<file path="config.mk">
export PLATFORM = sky130hd
export DESIGN_NAME = mem_arbiter
export DESIGN_NICKNAME = d
export VERILOG_FILES = /design/src/rtl/mem_arb_pkg.sv /design/src/rtl/mem_lat_counter.sv /design/src/rtl/mem_arbiter.sv
export SDC_FILE = /design/constraint.sdc
export NUM_CORES = 1
export LEC_CHECK = 0
export CAP_MARGIN = 0
export CELL_PAD_IN_SITES_DETAIL_PLACEMENT = 1
export CELL_PAD_IN_SITES_GLOBAL_PLACEMENT = 2
export CORE_UTILIZATION = 25
export CTS_BUF_LIST = sky130_fd_sc_hd__clkbuf_4
export DETAILED_ROUTE_END_ITERATION = 6
export PLACE_DENSITY = 0.8
export SYNTH_ARGS = -nofsm -noshare
export SYNTH_HDL_FRONTEND = slang
export SYNTH_HIERARCHICAL = 1
export SYNTH_SLANG_ARGS = --single-unit
</file>
<file path="constraint.sdc">
create_clock -name clk -period 2.7 [get_ports clk]
set_clock_uncertainty 0.2 [all_clocks]
set_input_delay 0.54 -clock clk [delete_from_list [all_inputs] [get_ports clk]]
set_output_delay 0.54 -clock clk [all_outputs]
set_load 0.005 [all_outputs]
</file>
<file path="src/rtl/mem_arb_pkg.sv">
// Shared types for the unified-memory arbiter.
// State and grant encodings plus the round-robin pick rule.
package mem_arb_pkg;

  typedef enum logic [1:0] {
    ST_IDLE = 2'd0,
    ST_WAIT = 2'd1,
    ST_DONE = 2'd2
  } state_t;

  typedef enum logic {
    GNT_I = 1'b0,
    GNT_D = 1'b1
  } gnt_t;

  // On a tie the side that did not win last time goes next.
  function automatic gnt_t rr_pick(
    input logic i_req,
    input logic d_req,
    input gnt_t last
  );
    if (i_req && d_req)
      return (last == GNT_I) ? GNT_D : GNT_I;
    return d_req ? GNT_D : GNT_I;
  endfunction

endpackage

</file>
<file path="src/rtl/mem_lat_counter.sv">
// Loadable down-counter sequencing the memory access cycles.
// Loads LATENCY-1 on grant; zero marks the final access cycle.
module mem_lat_counter #(
  parameter int LATENCY = 4
) (
  input  logic clk,
  input  logic rst,
  input  logic load,
  input  logic dec,
  output logic zero
);

  localparam int CW = $clog2(LATENCY + 1);

  logic [CW-1:0] cnt;

  always_ff @(posedge clk or negedge rst) begin
    if (!rst)
      cnt <= '0;
    else if (load)
      cnt <= CW'(LATENCY - 1);
    else if (dec && (cnt != '0))
      cnt <= cnt - CW'(1);
  end

  assign zero = (cnt == '0);

endmodule

</file>
<file path="src/rtl/mem_arbiter.sv">
// Round-robin arbiter sharing one slow unified memory between
// the fetch port and the load/store port.
module mem_arbiter
  import mem_arb_pkg::*;
#(
  parameter int LATENCY = 4,
  parameter int AW      = 32,
  parameter int DW      = 32
) (
  input  logic          clk,
  input  logic          rst,
  input  logic          i_req,
  input  logic [AW-1:0] i_addr,
  output logic          i_ack,
  output logic [DW-1:0] i_rdata,
  input  logic          d_req,
  input  logic          d_we,
  input  logic [AW-1:0] d_addr,
  input  logic [DW-1:0] d_wdata,
  output logic          d_ack,
  output logic [DW-1:0] d_rdata,
  output logic          mem_en,
  output logic          mem_we,
  output logic [AW-3:0] mem_addr,
  output logic [DW-1:0] mem_wdata,
  input  logic [DW-1:0] mem_rdata,
  output logic          busy
);

  state_t        state;
  state_t        state_nx;
  gnt_t          last_gnt;
  gnt_t          pick;
  logic          grant;
  logic          zero;
  logic          final_cyc;
  logic [AW-3:0] addr_q;
  logic          we_q;
  logic [DW-1:0] wdata_q;
  logic [DW-1:0] i_rdata_q;
  logic [DW-1:0] d_rdata_q;
  logic          unused_lsb;

  // Accesses are word-aligned; byte offset is dropped.
  assign unused_lsb = ^{i_addr[1:0], d_addr[1:0]};

  assign pick      = rr_pick(i_req, d_req, last_gnt);
  assign grant     = (state == ST_IDLE) && (i_req || d_req);
  assign final_cyc = (state == ST_WAIT) && zero;

  mem_lat_counter #(
    .LATENCY(LATENCY)
  ) u_cnt (
    .clk  (clk),
    .rst  (rst),
    .load (grant),
    .dec  (state == ST_WAIT),
    .zero (zero)
  );

  always_ff @(posedge clk or negedge rst) begin
    if (!rst)
      state <= ST_IDLE;
    else
      state <= state_nx;
  end

  always_comb begin
    state_nx = state;
    unique case (state)
      ST_IDLE: if (i_req || d_req) state_nx = ST_WAIT;
      ST_WAIT: if (zero) state_nx = ST_DONE;
      ST_DONE: state_nx = ST_IDLE;
      default: state_nx = ST_IDLE;
    endcase
  end

  always_comb begin
    mem_en = 1'b0;
    mem_we = 1'b0;
    i_ack  = 1'b0;
    d_ack  = 1'b0;
    busy   = 1'b1;
    unique case (state)
      ST_IDLE: busy = 1'b0;
      ST_WAIT: begin
        mem_en = 1'b1;
        mem_we = zero && we_q;
      end
      ST_DONE: begin
        i_ack = (last_gnt == GNT_I);
        d_ack = (last_gnt == GNT_D);
      end
      default: busy = 1'b0;
    endcase
  end

  // last_gnt doubles as the owner of the access in flight.
  always_ff @(posedge clk or negedge rst) begin
    if (!rst) begin
      last_gnt <= GNT_I;
      addr_q   <= '0;
      we_q     <= 1'b0;
      wdata_q  <= '0;
    end else if (grant) begin
      last_gnt <= pick;
      if (pick == GNT_D) begin
        addr_q  <= d_addr[AW-1:2];
        we_q    <= d_we;
        wdata_q <= d_wdata;
      end else begin
        addr_q  <= i_addr[AW-1:2];
        we_q    <= 1'b0;
        wdata_q <= '0;
      end
    end
  end

  always_ff @(posedge clk or negedge rst) begin
    if (!rst) begin
      i_rdata_q <= '0;
      d_rdata_q <= '0;
    end else if (final_cyc) begin
      if (last_gnt == GNT_I)
        i_rdata_q <= mem_rdata;
      else if (!we_q)
        d_rdata_q <= mem_rdata;
    end
  end

  assign mem_addr  = addr_q;
  assign mem_wdata = wdata_q;
  assign i_rdata   = i_rdata_q;
  assign d_rdata   = d_rdata_q;

endmodule

</file>
==> flow_summary_export.csv <==
group,metric,value,unit
outcome,run_status,"completed",
sta,setup_viol,0,
sta,finalSetupTns,0,ps
logic_synthesis,synth_cell_type_count,25,
logic_synthesis,post_synth.cell_area_avg,12.74,sq um
logic_synthesis,ys_seq_elements,133,
pwr,irDropWorstVdd,0.0003594,V
placement,place_hpwl,12.22,mm
placement,gp_congestion,0.7371,
logic_synthesis,synth_enable_flop_cells,0,
sta,hold_violation_total_from_the_final_report,0,
die,width_of_the_die,147.3,um
die,effective_utilization_at_floorplan,25.82,%
clocking,cts.reportedPaths.clkPinSlew,120,ps
detailed_routing,detailroute.via_count,4372,
sta,grt_setup_unrepaired,"false",
final_layout,synthesis_to_layout_area_growth,62.22,%
final_layout,post-route-util,41.89,%
grt,grt_max_degree,64,
die,chipHeight,147.3,um
sta,whs,318.2,ps
clocking,clk_root_buf,"sky130_fd_sc_hd__clkbuf_4",
grt,antenna_found_initial,0,
placement,dpl_cell_area,0.008248,sq mm
sta,timing.final.crit_share,94.01,%
die,design.core.area,0.02043,sq mm
final_layout,fin_cells,964,
detailed_routing,drc,0,
final_layout,drive_gt1_share,17.44,%
logic_synthesis,ys.flop_type,"sky130_fd_sc_hd__dfrtp_1",
setup_path,worstPathArrival,1800,ps
logic_synthesis,synthCells,414,
placement,dpl.cell_count,931,
pwr,p_leak,3.620,nW
sta,tightestPinTransition,617.2,ps
grt,number_of_global_route_vias_before_repair,4775,
detailed_routing,routed_via_density,4.535,
die,die-area,0.02169,sq mm
clocking,cts_inserted_buffers,17,
final_layout,stdcell_area,0.008557,sq mm
logic_synthesis,syn_area,0.005275,sq mm
grt,grtUsageTotal,15.78,%
logic_synthesis,postSynth.asyncResetShare,100.0,%
final_layout,final_nets,820,
sta,final_report_max_slew_violation_count,0,
final_layout,insertedDiodeCount,0,
detailed_routing,wl_per_cell,17.20,um
placement,numPortBuffers,259,
clocking,cts_buffer_depth,2,
setup_path,critical_path.max_fanout,3,
setup_path,crit_path_end_kind,"output port",
pwr,power,9.187,mW
logic_synthesis,synthesis.nets,553,
logic_synthesis,netlist.top_cell.by_area,"sky130_fd_sc_hd__dfrtp_1",
clocking,cts_max_level,4,
logic_synthesis,synth.top_cells.by_area,"sky130_fd_sc_hd__dfrtp_1 (63%), sky130_fd_sc_hd__mux2_2 (14%), sky130_fd_sc_hd__a21oi_1 (5.9%)",
placement,post_placement_worst_setup_slack,406.7,ps
logic_synthesis,synthTopCellsByCount,"sky130_fd_sc_hd__dfrtp_1 (133), sky130_fd_sc_hd__mux2_2 (64), sky130_fd_sc_hd__a21oi_1 (62)",
detailed_routing,finalWirelength,16.58,mm
sta,fmax,394.0,MHz
setup_path,worstPathRequired,1960,ps
job,max_cap_viol,0,
logic_synthesis,synth_top_area_share,63.09,%
die,floorplan.rows,52,
clocking,clock_insertion_delay_worst_skew,520,ps
sta,layout_setup_ws,161.8,ps
setup_path,setup.worst_path.class,"reg2out",
clocking,cts_tree,"done",
logic_synthesis,post-synth-top-count-cell,"sky130_fd_sc_hd__dfrtp_1",
hold_path,min_path_type,"reg2reg",
die,ioPinCount,264,
setup_path,timing.critical_path.from_type,"register",
detailed_routing,detail-route-antenna-nets,0,
detailed_routing,number_of_iterations_in_the_first_detailed_routing_pass,4,
detailed_routing,initialDrtViolationCount,102,
clocking,cts.sinks,133,
sta,max_slew_margin,58.86,%
grt,grt_pass1_wl,26.52,mm
grt,overflow,0,
logic_synthesis,synth_seq_area_share,63.09,%
final_layout,n_fill_cell,2198,
pwr,power-per-cell-area,1074,mW/mm^2
logic_synthesis,yosys_warnings,6,
sta,layout_min_cycle_time,2538,ps
[kinds of logic after synthesis]
| logic type | count (synthesis) | share of synthesized area, % |
|---|---|---|
| DFF | 133 | 63.09 |
| AOI/OAI and AO/OA | 103 | 12.50 |
| and+or+nand+nor | 74 | 6.072 |
| muxes | 66 | 14.04 |
| buffers and inverters | 32 | 2.870 |
| adders and majority gates | 6 | 1.423 |
[worst max-delay path: stages (launching register included)]
cell and delay [ps]:
sky130_fd_sc_hd__dfrtp_1 390, sky130_fd_sc_hd__inv_1 60, sky130_fd_sc_hd__ha_1 200, sky130_fd_sc_hd__ha_1 200, sky130_fd_sc_hd__and3_1 160, sky130_fd_sc_hd__dlygate4sd2_1 290
[flip-flops by register name, indices dropped and copies added, names as in the netlist]
register / cells
d_rdata: 32
i_rdata: 32
mem_wdata: 32
mem_addr: 30
u_cnt/cnt: 3
state: 2
last_gnt: 1
we_q: 1
[cell usage in the layout (no fill, tap or decap), drive strengths merged, types with 2 or more instances in the layout]
master           n
ha               6
bufinv           2
and2             2
buf             15
clkdlybuf4s50  255
clkinvlp         3
clkinv           7
nand2           30
dfrtp          133
a22o            33
and2b            2
o21ai            2
a21oi           62
clkbuf          18
dlygate4sd2      3
nor2b            3
mux2            64
nor2            33
a21bo            2
inv              8
mux2i            2
[cell type report]
class,count,area [sq um],area share (%)
Sequential cell,133,3329,38.91
Timing Repair Buffer,274,2755,32.20
Multi-Input combinational cell,249,1823,21.30
Tap cell,270,337.8,3.948
Clock inverter,14,153.9,1.799
Clock buffer,18,135.1,1.579
Inverter,6,22.52,0.2632
[final timing paths]
path                                    from           to  slack (ps)  cells past startpoint
min in group asynchronous                rst  i_rdata[20]         380                      2
worst min register to register   d_rdata[25]  d_rdata[25]         320                      1
worst max register to register  u_cnt/cnt[0]   i_rdata[5]         500                      7
max in group asynchronous                rst     state[0]        1170                      3
worst max-delay path            u_cnt/cnt[0]       mem_we         160                      5
worst min-delay path             d_rdata[25]  d_rdata[25]         320                      1
[metal layers]
metal	vias to the layer above	GRT usage (%)	routed length, um
li1	1983	-	-
met1	2182	18.64	6654
met2	183	26.49	8281
met3	24	5.124	1274
met4	0	6.186	370
met5	-	0	0
[report_power, final]
group          leakage (nW)  switching, mW  internal (mW)
combinational          1.89           1.59           2.72
clock                 0.149          0.788          0.568
sequential             1.58          0.550           2.98
[what timing repair did]
item,in CTS,in global routing
hold endpoints to repair,60,0
pin swaps,0,0
hold buffers,1,0
endpoints found under the setup margin,4,1
gates resized for setup,4,4
setup buffers,0,0
Power figures use the tool's default switching activity.
